===== src/rtl/spi_flash_slave.sv =====
// SPI mode-0 flash responder: WREN/WRDI/RDID/RDSR/READ/PP/SE/BE over oversampled SPI pins.
// Latency: pins see 2-FF sync + edge detect (~3 clk); memory strobes 1 clk after the byte-completing edge.
// Backpressure: none; the store must accept a strobe every cycle and return read data 1 clk after o_mem_rd.
//
// Ports:
//   clk, rst_n                          system clock (>=16x dclk), async active-low reset
//   i_spi_cs/i_spi_dclk/i_spi_mosi      SPI pins from the master (cs active-low, dclk idles low)
//   o_spi_miso                          SPI data to the master, forced low while cs is high
//   o_mem_addr/o_mem_rd/i_mem_rdata     byte read port
//   o_mem_wr/o_mem_wdata                byte write port (shares o_mem_addr)
//   o_erase_req/o_erase_type            erase request (0 = sector at o_mem_addr, 1 = bulk)
//   i_erase_done                        erase completion pulse from the store
//   o_status                            status register {6'b0, WEL, WIP}
module spi_flash_slave #(
    parameter logic [7:0]  ID_MANUF    = 8'hEF,
    parameter logic [7:0]  ID_TYPE     = 8'h40,
    parameter logic [7:0]  ID_CAP      = 8'h18,
    parameter logic [15:0] PROG_CYCLES = 16'd64
) (
    input  logic        clk,
    input  logic        rst_n,
    input  logic        i_spi_cs,
    input  logic        i_spi_dclk,
    input  logic        i_spi_mosi,
    output logic        o_spi_miso,
    output logic [23:0] o_mem_addr,
    output logic        o_mem_rd,
    input  logic [7:0]  i_mem_rdata,
    output logic        o_mem_wr,
    output logic [7:0]  o_mem_wdata,
    output logic        o_erase_req,
    output logic        o_erase_type,
    input  logic        i_erase_done,
    output logic [7:0]  o_status
);

    localparam logic [7:0] OP_WREN = 8'h06;
    localparam logic [7:0] OP_WRDI = 8'h04;
    localparam logic [7:0] OP_RDID = 8'h9F;
    localparam logic [7:0] OP_RDSR = 8'h05;
    localparam logic [7:0] OP_READ = 8'h03;
    localparam logic [7:0] OP_PP   = 8'h02;
    localparam logic [7:0] OP_SE   = 8'hD8;
    localparam logic [7:0] OP_BE   = 8'hC7;

    typedef enum logic [2:0] {
        S_IDLE,
        S_CMD,
        S_ADDR,
        S_DATA_RD,
        S_DATA_WR,
        S_IGNORE
    } state_t;

    // synchronizers; the third stage is the previous synchronized value for edge detection
    logic cs_s1_q, cs_s2_q, cs_s3_q;
    logic dclk_s1_q, dclk_s2_q, dclk_s3_q;
    logic mosi_s1_q, mosi_s2_q;

    state_t      state_q, state_d;
    logic [2:0]  bit_cnt_q, bit_cnt_d;
    logic [5:0]  bits_q, bits_d;          // total rises this transaction, saturating
    logic [1:0]  byte_idx_q, byte_idx_d;  // address byte count / RDID byte index
    logic [7:0]  cmd_q, cmd_d;            // accepted opcode only; 00 when rejected
    logic [6:0]  rx_sh_q, rx_sh_d;
    logic [7:0]  tx_sh_q, tx_sh_d;
    logic        miso_q, miso_d;
    logic [23:0] addr_q, addr_d;
    logic [7:0]  wdata_q, wdata_d;
    logic        wel_q, wel_d;
    logic        wip_q, wip_d;
    logic [15:0] prog_cnt_q, prog_cnt_d;
    logic        prog_act_q, prog_act_d;
    logic        erase_wait_q, erase_wait_d;
    logic        erase_type_q, erase_type_d;
    logic        wrote_q, wrote_d;
    logic        mem_rd_q, mem_rd_d;
    logic        mem_wr_q, mem_wr_d;
    logic        erase_req_q, erase_req_d;
    logic        rd_pend_q, rd_pend_d;

    logic       dclk_rise, dclk_fall, cs_fall, cs_rise;
    logic [7:0] rx_byte;
    logic [7:0] status_w;

    assign dclk_rise = dclk_s2_q & ~dclk_s3_q;
    assign dclk_fall = ~dclk_s2_q & dclk_s3_q;
    assign cs_fall   = ~cs_s2_q & cs_s3_q;
    assign cs_rise   = cs_s2_q & ~cs_s3_q;
    assign rx_byte   = {rx_sh_q, mosi_s2_q};
    assign status_w  = {6'b0, wel_q, wip_q};

    always_comb begin
        state_d      = state_q;
        bit_cnt_d    = bit_cnt_q;
        bits_d       = bits_q;
        byte_idx_d   = byte_idx_q;
        cmd_d        = cmd_q;
        rx_sh_d      = rx_sh_q;
        tx_sh_d      = tx_sh_q;
        miso_d       = miso_q;
        addr_d       = addr_q;
        wdata_d      = wdata_q;
        wel_d        = wel_q;
        wip_d        = wip_q;
        prog_cnt_d   = prog_cnt_q;
        prog_act_d   = prog_act_q;
        erase_wait_d = erase_wait_q;
        erase_type_d = erase_type_q;
        wrote_d      = wrote_q;
        mem_rd_d     = 1'b0;
        mem_wr_d     = 1'b0;
        erase_req_d  = 1'b0;
        rd_pend_d    = mem_rd_q;

        // page-program busy timer
        if (prog_act_q) begin
            if (prog_cnt_q <= 16'd1) begin
                wip_d      = 1'b0;
                prog_act_d = 1'b0;
                prog_cnt_d = 16'd0;
            end else begin
                prog_cnt_d = prog_cnt_q - 16'd1;
            end
        end

        // erase completion only counts while an erase is outstanding
        if (erase_wait_q && i_erase_done) begin
            wip_d        = 1'b0;
            erase_wait_d = 1'b0;
        end

        // read data arrives the cycle after the strobe; the address moves on once it is captured
        if (rd_pend_q) begin
            tx_sh_d = i_mem_rdata;
            addr_d  = addr_q + 24'd1;
        end

        // page program only walks the low address byte
        if (mem_wr_q) begin
            addr_d[7:0] = addr_q[7:0] + 8'd1;
        end

        if (cs_fall) begin
            state_d    = S_CMD;
            bit_cnt_d  = 3'd0;
            bits_d     = 6'd0;
            byte_idx_d = 2'd0;
            cmd_d      = 8'h00;
            wrote_d    = 1'b0;
            tx_sh_d    = 8'h00;
            miso_d     = 1'b0;
        end else if (cs_rise) begin
            state_d = S_IDLE;
            miso_d  = 1'b0;
            case (cmd_q)
                OP_WREN: if (bits_q == 6'd8) wel_d = 1'b1;
                OP_WRDI: if (bits_q == 6'd8) wel_d = 1'b0;
                OP_PP: begin
                    if (wrote_q) begin
                        wel_d      = 1'b0;
                        wip_d      = 1'b1;
                        prog_cnt_d = PROG_CYCLES;
                        prog_act_d = 1'b1;
                    end
                end
                OP_SE: begin
                    if (bits_q == 6'd32) begin
                        erase_req_d  = 1'b1;
                        erase_type_d = 1'b0;
                        wel_d        = 1'b0;
                        wip_d        = 1'b1;
                        erase_wait_d = 1'b1;
                    end
                end
                OP_BE: begin
                    if (bits_q == 6'd8) begin
                        erase_req_d  = 1'b1;
                        erase_type_d = 1'b1;
                        wel_d        = 1'b0;
                        wip_d        = 1'b1;
                        erase_wait_d = 1'b1;
                    end
                end
                default: ;
            endcase
        end else if (!cs_s2_q && state_q != S_IDLE) begin
            if (dclk_rise) begin
                rx_sh_d   = rx_byte[6:0];
                bit_cnt_d = bit_cnt_q + 3'd1;
                if (bits_q != 6'h3F) bits_d = bits_q + 6'd1;

                if (bit_cnt_q == 3'd7) begin
                    case (state_q)
                        S_CMD: begin
                            byte_idx_d = 2'd0;
                            if (wip_q && rx_byte != OP_RDSR) begin
                                state_d = S_IGNORE;
                            end else begin
                                case (rx_byte)
                                    OP_WREN, OP_WRDI: begin
                                        cmd_d   = rx_byte;
                                        state_d = S_IGNORE;
                                    end
                                    OP_RDID: begin
                                        cmd_d      = rx_byte;
                                        state_d    = S_DATA_RD;
                                        tx_sh_d    = ID_MANUF;
                                        byte_idx_d = 2'd1;
                                    end
                                    OP_RDSR: begin
                                        cmd_d   = rx_byte;
                                        state_d = S_DATA_RD;
                                        tx_sh_d = status_w;
                                    end
                                    OP_READ: begin
                                        cmd_d   = rx_byte;
                                        state_d = S_ADDR;
                                    end
                                    OP_PP, OP_SE: begin
                                        if (wel_q) begin
                                            cmd_d   = rx_byte;
                                            state_d = S_ADDR;
                                        end else begin
                                            state_d = S_IGNORE;
                                        end
                                    end
                                    OP_BE: begin
                                        // nothing follows the opcode; the erase fires on cs rise
                                        if (wel_q) cmd_d = rx_byte;
                                        state_d = S_IGNORE;
                                    end
                                    default: state_d = S_IGNORE;
                                endcase
                            end
                        end
                        S_ADDR: begin
                            addr_d     = {addr_q[15:0], rx_byte};
                            byte_idx_d = byte_idx_q + 2'd1;
                            if (byte_idx_q == 2'd2) begin
                                byte_idx_d = 2'd0;
                                case (cmd_q)
                                    OP_READ: begin
                                        mem_rd_d = 1'b1;
                                        state_d  = S_DATA_RD;
                                    end
                                    OP_PP:   state_d = S_DATA_WR;
                                    // SE: any further bits just push the count past 32
                                    default: state_d = S_IGNORE;
                                endcase
                            end
                        end
                        S_DATA_RD: begin
                            case (cmd_q)
                                OP_RDID: begin
                                    case (byte_idx_q)
                                        2'd1:    tx_sh_d = ID_TYPE;
                                        2'd2:    tx_sh_d = ID_CAP;
                                        default: tx_sh_d = 8'h00;
                                    endcase
                                    if (byte_idx_q != 2'd3) byte_idx_d = byte_idx_q + 2'd1;
                                end
                                OP_RDSR: tx_sh_d = status_w;
                                OP_READ: mem_rd_d = 1'b1;
                                default: tx_sh_d = 8'h00;
                            endcase
                        end
                        S_DATA_WR: begin
                            mem_wr_d = 1'b1;
                            wdata_d  = rx_byte;
                            wrote_d  = 1'b1;
                        end
                        default: ;
                    endcase
                end
            end

            if (dclk_fall) begin
                if (state_q == S_DATA_RD) begin
                    miso_d  = tx_sh_q[7];
                    tx_sh_d = {tx_sh_q[6:0], 1'b0};
                end else begin
                    miso_d = 1'b0;
                end
            end
        end
    end

    always_ff @(posedge clk or negedge rst_n) begin
        if (!rst_n) begin
            // cs idles high so releasing reset never looks like a transaction edge
            cs_s1_q      <= 1'b1;
            cs_s2_q      <= 1'b1;
            cs_s3_q      <= 1'b1;
            dclk_s1_q    <= 1'b0;
            dclk_s2_q    <= 1'b0;
            dclk_s3_q    <= 1'b0;
            mosi_s1_q    <= 1'b0;
            mosi_s2_q    <= 1'b0;
            state_q      <= S_IDLE;
            bit_cnt_q    <= 3'd0;
            bits_q       <= 6'd0;
            byte_idx_q   <= 2'd0;
            cmd_q        <= 8'h00;
            rx_sh_q      <= 7'd0;
            tx_sh_q      <= 8'h00;
            miso_q       <= 1'b0;
            addr_q       <= 24'd0;
            wdata_q      <= 8'h00;
            wel_q        <= 1'b0;
            wip_q        <= 1'b0;
            prog_cnt_q   <= 16'd0;
            prog_act_q   <= 1'b0;
            erase_wait_q <= 1'b0;
            erase_type_q <= 1'b0;
            wrote_q      <= 1'b0;
            mem_rd_q     <= 1'b0;
            mem_wr_q     <= 1'b0;
            erase_req_q  <= 1'b0;
            rd_pend_q    <= 1'b0;
        end else begin
            cs_s1_q      <= i_spi_cs;
            cs_s2_q      <= cs_s1_q;
            cs_s3_q      <= cs_s2_q;
            dclk_s1_q    <= i_spi_dclk;
            dclk_s2_q    <= dclk_s1_q;
            dclk_s3_q    <= dclk_s2_q;
            mosi_s1_q    <= i_spi_mosi;
            mosi_s2_q    <= mosi_s1_q;
            state_q      <= state_d;
            bit_cnt_q    <= bit_cnt_d;
            bits_q       <= bits_d;
            byte_idx_q   <= byte_idx_d;
            cmd_q        <= cmd_d;
            rx_sh_q      <= rx_sh_d;
            tx_sh_q      <= tx_sh_d;
            miso_q       <= miso_d;
            addr_q       <= addr_d;
            wdata_q      <= wdata_d;
            wel_q        <= wel_d;
            wip_q        <= wip_d;
            prog_cnt_q   <= prog_cnt_d;
            prog_act_q   <= prog_act_d;
            erase_wait_q <= erase_wait_d;
            erase_type_q <= erase_type_d;
            wrote_q      <= wrote_d;
            mem_rd_q     <= mem_rd_d;
            mem_wr_q     <= mem_wr_d;
            erase_req_q  <= erase_req_d;
            rd_pend_q    <= rd_pend_d;
        end
    end

    // raw cs gates miso so the line drops immediately, not after the synchronizer delay
    assign o_spi_miso   = miso_q & ~i_spi_cs;
    assign o_mem_addr   = addr_q;
    assign o_mem_rd     = mem_rd_q;
    assign o_mem_wr     = mem_wr_q;
    assign o_mem_wdata  = wdata_q;
    assign o_erase_req  = erase_req_q;
    assign o_erase_type = erase_type_q;
    assign o_status     = status_w;

endmodule


===== config.mk =====
export PLATFORM = sky130hd
export DESIGN_NAME = spi_flash_slave
export DESIGN_NICKNAME = d
export VERILOG_FILES = /design/src/rtl/spi_flash_slave.sv
export SDC_FILE = /design/constraint.sdc
export NUM_CORES = 1
export LEC_CHECK = 0
export BUFFER_PORTS_ARGS = -buffer_cell sky130_fd_sc_hd__buf_4
export CAP_MARGIN = 10
export CORE_MARGIN = 1
export CORE_UTILIZATION = 65
export DETAILED_ROUTE_END_ITERATION = 16
export GPL_ROUTABILITY_DRIVEN = 0
export PLACE_DENSITY = 0.91
export SETUP_SLACK_MARGIN = 0.05
export SLEW_MARGIN = 0
export SYNTH_ARGS = -nofsm -noshare
export SYNTH_HDL_FRONTEND = slang
export SYNTH_SLANG_ARGS = --single-unit

===== constraint.sdc =====
create_clock -name clk -period 5.25 [get_ports clk]
set_clock_uncertainty 0.05 [all_clocks]
set_input_delay 0.525 -clock clk [delete_from_list [all_inputs] [get_ports clk]]
set_output_delay 0.525 -clock clk [all_outputs]
set_load 0.03 [all_outputs]

==> out/qor.txt, run 1 <==
Crit. End Element - flop
maximum clock frequency - 0.3518 GHz
RSZ-0062 raised after global routing - no
crit share post-route - 0.5415
fin nets - 711
Hold Crit Class - in2async
Yosys warnings - 0
Slew @ Worst Pin - 896.9 ps
Slew Viols, Final - 0
initial antenna violation count - 0
fin worst setup slack - 2407 ps
Finished Cell Area - 6708 um2
Diodes inserted - 0
met1 Use GR - 0.4035
Final Hold Fails - 0
H-Tree Depth - 3
CORE AREA - 9196 um2
port bufs - 52
GR Overflow Total - 0
vias in the first global route - 4947
GR peak layer - met2
endpoints failing setup - 0
Cell Pwr Density - 236.6 nW/um2
post-DP HPWL - 10.21 mm
fin util - 0.7294
Critical Path Fanout Max - 48
vias per cell - 6.546
Pre-antenna DRT Iters - 6
Synth area leader - dfrtp_1
startpoint types - flop
Starting Density - 0.6664
met3 GRT Util - 0.04287
synthesis-stage register bit count - 104
Peak VDD IR - 0.1635 mV
Avg Cell Area, Syn - 9.428 um2
DIE WIDTH - 99.10 um
die area - 9821 um2
Setup Slack @ Placement - 2478 ps
DRT antenna net count - 0
Yosys top cell area share - 0.4124
leakage power total - 2.980 nW
clock sinks - 104
Total GRT Usage - 0.3068
Async SR Flop Fraction - 1.000
Post-CTS Hold Buffers - 0
Routed WL - 14.41 mm
most common cell after layout, fill and taps aside - dfrtp_1
Mapped Cells - 650
num ports - 59
dominant synthesized flop cell - dfrtp_1
TritonCTS clock tree - yes
Post-synth EDFFs - 0
reg2reg start - cs_s3_q
Resized cells post-CTS - 0
Worst EP arrival - 3060 ps
Mapped Area - 6128 um2
CTS root buf - clkbuf_8
routed vias - 5224
status - complete, no violations
later-pin clock latency in the skew report - 380 ps
first-pass GRT wire length - 24.09 mm
Avg WL per Cell - 18.05 um
post-CTS setup buffer count - 0
Crit Path Category - reg2reg
Seq/Total Area, Yosys - 0.4253
M2 GR Usage - 0.5169
Required @ worst endpoint - 5470 ps
max-cap violations - 0
Area Overhead vs Synth - 9.453%
Die Y - 99.10 um
setup_tns - 0 ps
CTS max path bufs - 2
DP Area - 6511 um2
largest net degree at the start of global routing - 56
Area contributors post-synth - dfrtp_1 (41%), xnor2_1 (4.0%), nand2_1 (3.7%)
R2R cell count - 8
share of post-route cells with drive strength above 1 - 0.1616
drt drc - 0
Critical path origin - cs_s3_q
Initial DRC Count - 524
clock buffers created by TritonCTS - 9
Worst-path clk slew - 100 ps
Worst slew margin - 0.3975
commonest non-fill, non-tap cells in the layout - dfrtp_1 (101), nand2_1 (60), nor2_1 (57)
Cell variety after synth - 74
minimum clock period - 2843 ps
FP Rows - 35
[worst paths after layout]
path                                  end  slack [ps]
setup reg to reg           o_mem_addr[10]        2410
hold reg to reg                 dclk_s2_q         310
max in group asynchronous    bit_cnt_q[2]        3930
hold / removal             o_mem_addr[17]          90
min in group clk                mosi_s1_q         200
setup / recovery           o_mem_addr[10]        2410
[power by group]
part | leakage (nW) | total, W | internal [W] | switching (W)
sequential | 1.41 | 0.000886 | 0.000826 | 0.0000603
combinational | 1.47 | 0.000197 | 0.0000752 | 0.000122
clock | 0.0968 | 0.000504 | 0.000223 | 0.000281
total | 2.98 | 0.00159 | 0.00112 | 0.000463
[cell type report]
| type | count | area, um2 |
|---|---|---|
| Sequential cell | 104 | 2606 |
| Multi-Input combinational cell | 489 | 3267 |
| Clock inverter | 6 | 68.82 |
| Timing Repair Buffer | 55 | 412.9 |
| Tap cell | 111 | 138.9 |
| Inverter | 23 | 86.33 |
| Fill cell | 668 | 2489 |
| Clock buffer | 10 | 127.6 |
[metal layers]
| metal | wire [um] | vias up | share of wire |
|---|---|---|---|
| met5 | 0 | - | 0 |
| met4 | 442 | 0 | 0.031 |
| met3 | 890 | 43 | 0.062 |
| met2 | 7124 | 266 | 0.49 |
| met1 | 5950 | 2509 | 0.41 |
| li1 | - | 2406 | - |
[sequential cells by signal, indices dropped and copies added, names as in the netlist, 2 cells and up]
signal / count
o_mem_wdata: 8
byte_idx_q: 2
prog_cnt_q: 16
rx_sh_q: 7
state_q: 3
o_mem_addr: 24
cmd_q: 8
tx_sh_q: 8
bits_q: 6
bit_cnt_q: 3
[cells by family after synthesis]
kind of cell | count (synthesis) | share of synthesized area
muxes | 27 | 0.04798
adders and majority gates | 15 | 0.03062
and+or+nand+nor | 274 | 0.2493
xor gates and xnor gates | 41 | 0.05860
buffers and inverters | 62 | 0.04614
DFF | 104 | 0.4253
other | 1 | 0.0006119
AOI/OAI and AO/OA | 126 | 0.1415
[critical path, cell delays in order (launching register included)]
cell     delay, ps
dfstp_2        560
inv_1           40
ha_1           350
inv_1          270
nand3_1        290
nor4_4         330
buf_4          440
nor2b_1         90
a221o_1        300
[metrics by stage]
stage / cells / hold slack (ps) / power, W
2_1_floorplan: 655 / 179.4 / 0.001030
3_3_place_gp: 782 / 282.3 / 0.001081
3_5_place_dp: 782 / 292.4 / 0.001092
4_1_cts: 798 / 121.4 / 0.001589
5_1_grt: 798 / 154.2 / 0.001644
6_report: 798 / 94.49 / 0.001587
[cell usage after synthesis, types with 15 or more instances]
library cell    n
nand2_1        60
nor2_1         57
mux2_2         19
ha_1           15
dfrtp_1       101
clkbuf_1       19
o21ai_1        25
a21oi_1        17
inv_1          23
o21ai_0        17
xnor2_1        28
nor3_1         22
nand3_1        21
No activity file was read; power rests on OpenSTA's default activity.
==> run 2: changes to the inputs <==
CORE_UTILIZATION = 54   (was 65)
PLACE_DENSITY = 0.82   (was 0.91)
clock period = 2.3 ns   (was 5.25 ns; I/O delays follow)
==> out/qor.txt, run 2 (synthesis gave the netlist of run 1 again) <==
first-pass GRT wire length - 24.74 mm (was 24.09 mm)
Die Y - 108.5 um (was 99.10 um)
Slew Viols, Final - 0 (unchanged)
Worst-path clk slew - 70 ps (was 100 ps)
clock sinks - 104 (unchanged)
Required @ worst endpoint - 2520 ps (was 5470 ps)
Combinational Power Share - 0.136 (was 0.124)
vias in the first global route - 5150 (was 4947)
RSZ-0062 raised after global routing - yes (was no)
crit share post-route - 0.9815 (was 0.5415)
Peak VDD IR - 0.4474 mV (was 0.1635 mV)
max reg flops - 24 (unchanged)
largest net degree at the start of global routing - 49 (was 56)
Area Overhead vs Synth - 18.40% (was 9.453%)
fin nets - 758 (was 711)
Routed WL - 15.04 mm (was 14.41 mm)
CTS root buf - clkbuf_16 (was clkbuf_8)
DIE WIDTH - 108.5 um (was 99.10 um)
commonest non-fill, non-tap cells in the layout - dfrtp_1 (100), buf_4 (97), nand2_1 (60) (was dfrtp_1 (101), nand2_1 (60), nor2_1 (57))
switching share of power - 0.2605 (was 0.2917)
vias per cell - 6.166 (was 6.546)
Crit Path Category - reg2reg (unchanged)
Int Pwr - 0.003065 W (was 0.001124 W)
slowest stage delay, CP - 450 ps (was 560 ps)
Hold Crit Class - in2reg (was in2async)
clock buffers created by TritonCTS - 9 (unchanged)
FP Rows - 38 (was 35)
Clock Power Share - 0.382 (was 0.318)
most common cell type on the critical path - ha_1 (was inv_1)
critical-path cell list - ha_1 > ha_1 > nand3b_1 > or3_1 > o32ai_1 > nand3_1 > a21oi_1 (was inv_1 > ha_1 > inv_1 > nand3_1 > nor4_4 > buf_4 > nor2b_1 > a221o_1)
endpoints failing setup - 0 (unchanged)
startpoint types - flop (unchanged)
setup_tns - 0 ps (unchanged)
Pre-antenna DRT Iters - 5 (was 6)
Avg WL per Cell - 17.23 um (was 18.05 um)
leakage power total - 3.266 nW (was 2.980 nW)
status - complete, no violations (unchanged)
Initial DRC Count - 417 (was 524)
later-pin clock latency in the skew report - 350 ps (was 380 ps)
routed vias - 5383 (was 5224)
H-Tree Depth - 3 (unchanged)
post-DP HPWL - 10.98 mm (was 10.21 mm)
most common cell after layout, fill and taps aside - dfrtp_1 (unchanged)
fin util - 0.6635 (was 0.7294)
non-filler cells, final - 873 (was 798)
TritonCTS clock tree - yes (unchanged)
Cell Pwr Density - 571.2 nW/um2 (was 236.6 nW/um2)
CORE AREA - 10940 um2 (was 9196 um2)
Worst EP arrival - 2480 ps (was 3060 ps)
Slew @ Worst Pin - 589.9 ps (was 896.9 ps)
share of post-route cells with drive strength above 1 - 0.2128 (was 0.1616)
minimum clock period - 2257 ps (was 2843 ps)
register share of total power - 0.482 (was 0.558)
port bufs - 52 (unchanged)
Psw - 0.001080 W (was 0.0004630 W)
drt drc - 0 (unchanged)
DRT antenna net count - 0 (unchanged)
Total GRT Usage - 0.2697 (was 0.3068)
die area - 11780 um2 (was 9821 um2)
Critical-path top delay cell - or3_1 (was dfstp_2)
GR Overflow Total - 0 (unchanged)
maximum clock frequency - 0.4430 GHz (was 0.3518 GHz)
Diodes inserted - 0 (unchanged)
Crit. End Element - flop (unchanged)
Cell Count Post-Placement - 853 (was 782)
Starting Density - 0.5604 (was 0.6664)
Final Hold Fails - 0 (unchanged)
Critical Path Fanout Max - 6 (was 48)
CTS max path bufs - 2 (unchanged)
initial antenna violation count - 0 (unchanged)
max-cap violations - 0 (unchanged)
Worst slew margin - 0.6016 (was 0.3975)
num ports - 59 (unchanged)
==> run 2: critical path: cells and delay by family, from the launching register on <==
| family | cells | cell delay [ps] |
|---|---|---|
| simple gates | 3 | 850 |
| fa+ha+maj | 2 | 430 |
| flops | 1 | 380 |
| compound gates | 2 | 480 |
==> run 2: worst paths after layout <==
check | slack (ps) | cells past startpoint | startpoint | end
worst min register to register | 300 | 0 | dclk_s1_q | dclk_s2_q
max in group asynchronous | 1100 | 3 | rst_n | cs_s2_q
worst max-delay path | 40 | 7 | bit_cnt_q[0] | tx_sh_q[4]
min in group asynchronous | 390 | 2 | rst_n | o_mem_addr[19]
worst max register to register | 40 | 7 | bit_cnt_q[0] | tx_sh_q[4]
worst min-delay path | 110 | 3 | i_erase_done | erase_wait_q
==> run 2: repair_timing <==
action	4_1_cts	5_1_grt
buffers inserted	0	1
endpoints found under the hold margin	49	0
resized for setup	1	6
endpoints found under the setup margin	1	51
hold buffers	4	0
==> run 2: routing by layer <==
metal | global-route usage | wire length [um] | vias to the layer above
met5 | 0 | 0 | -
met4 | 0.1216 | 464 | 0
met3 | 0.05244 | 853 | 47
met2 | 0.4426 | 7319 | 216
met1 | 0.3442 | 6404 | 2606
li1 | - | - | 2514
==> run 2: through the flow <==
| step | power (W) | hold slack, ps | setup WS, ps | instance area (um2) |
|---|---|---|---|---|
| after floorplan | 0.002352 | -115.6 | 153.1 | 6147 |
| after global placement | 0.002534 | 220.8 | 122.7 | 6875 |
| after detailed placement | 0.002564 | 228.6 | 7.501 | 6875 |
| after CTS | 0.004159 | 110.2 | 51.66 | 7221 |
| after global routing | 0.004294 | 126.9 | 4.484 | 7256 |
| final | 0.004145 | 115.0 | 42.56 | 7256 |
==> run 2: power by group through the flow <==
stage	combinational (W)	sequential [W]	clock, W
2_1_floorplan	0.000392	0.00196	0
3_3_place_gp	0.000515	0.00202	0
3_5_place_dp	0.000539	0.00202	0
4_1_cts	0.000549	0.00199	0.00162
5_1_grt	0.000615	0.00201	0.00167
6_report	0.000564	0.00200	0.00158
==> run 2: final cells by class <==
| class | instances | area (um2) |
|---|---|---|
| Fill cell | 857 | 3680 |
| Multi-Input combinational cell | 489 | 3294 |
| Sequential cell | 104 | 2608 |
| Timing Repair Buffer | 102 | 788.3 |
| Clock buffer | 12 | 236.5 |
| Tap cell | 140 | 175.2 |
| Inverter | 23 | 86.33 |
| Clock inverter | 3 | 67.56 |
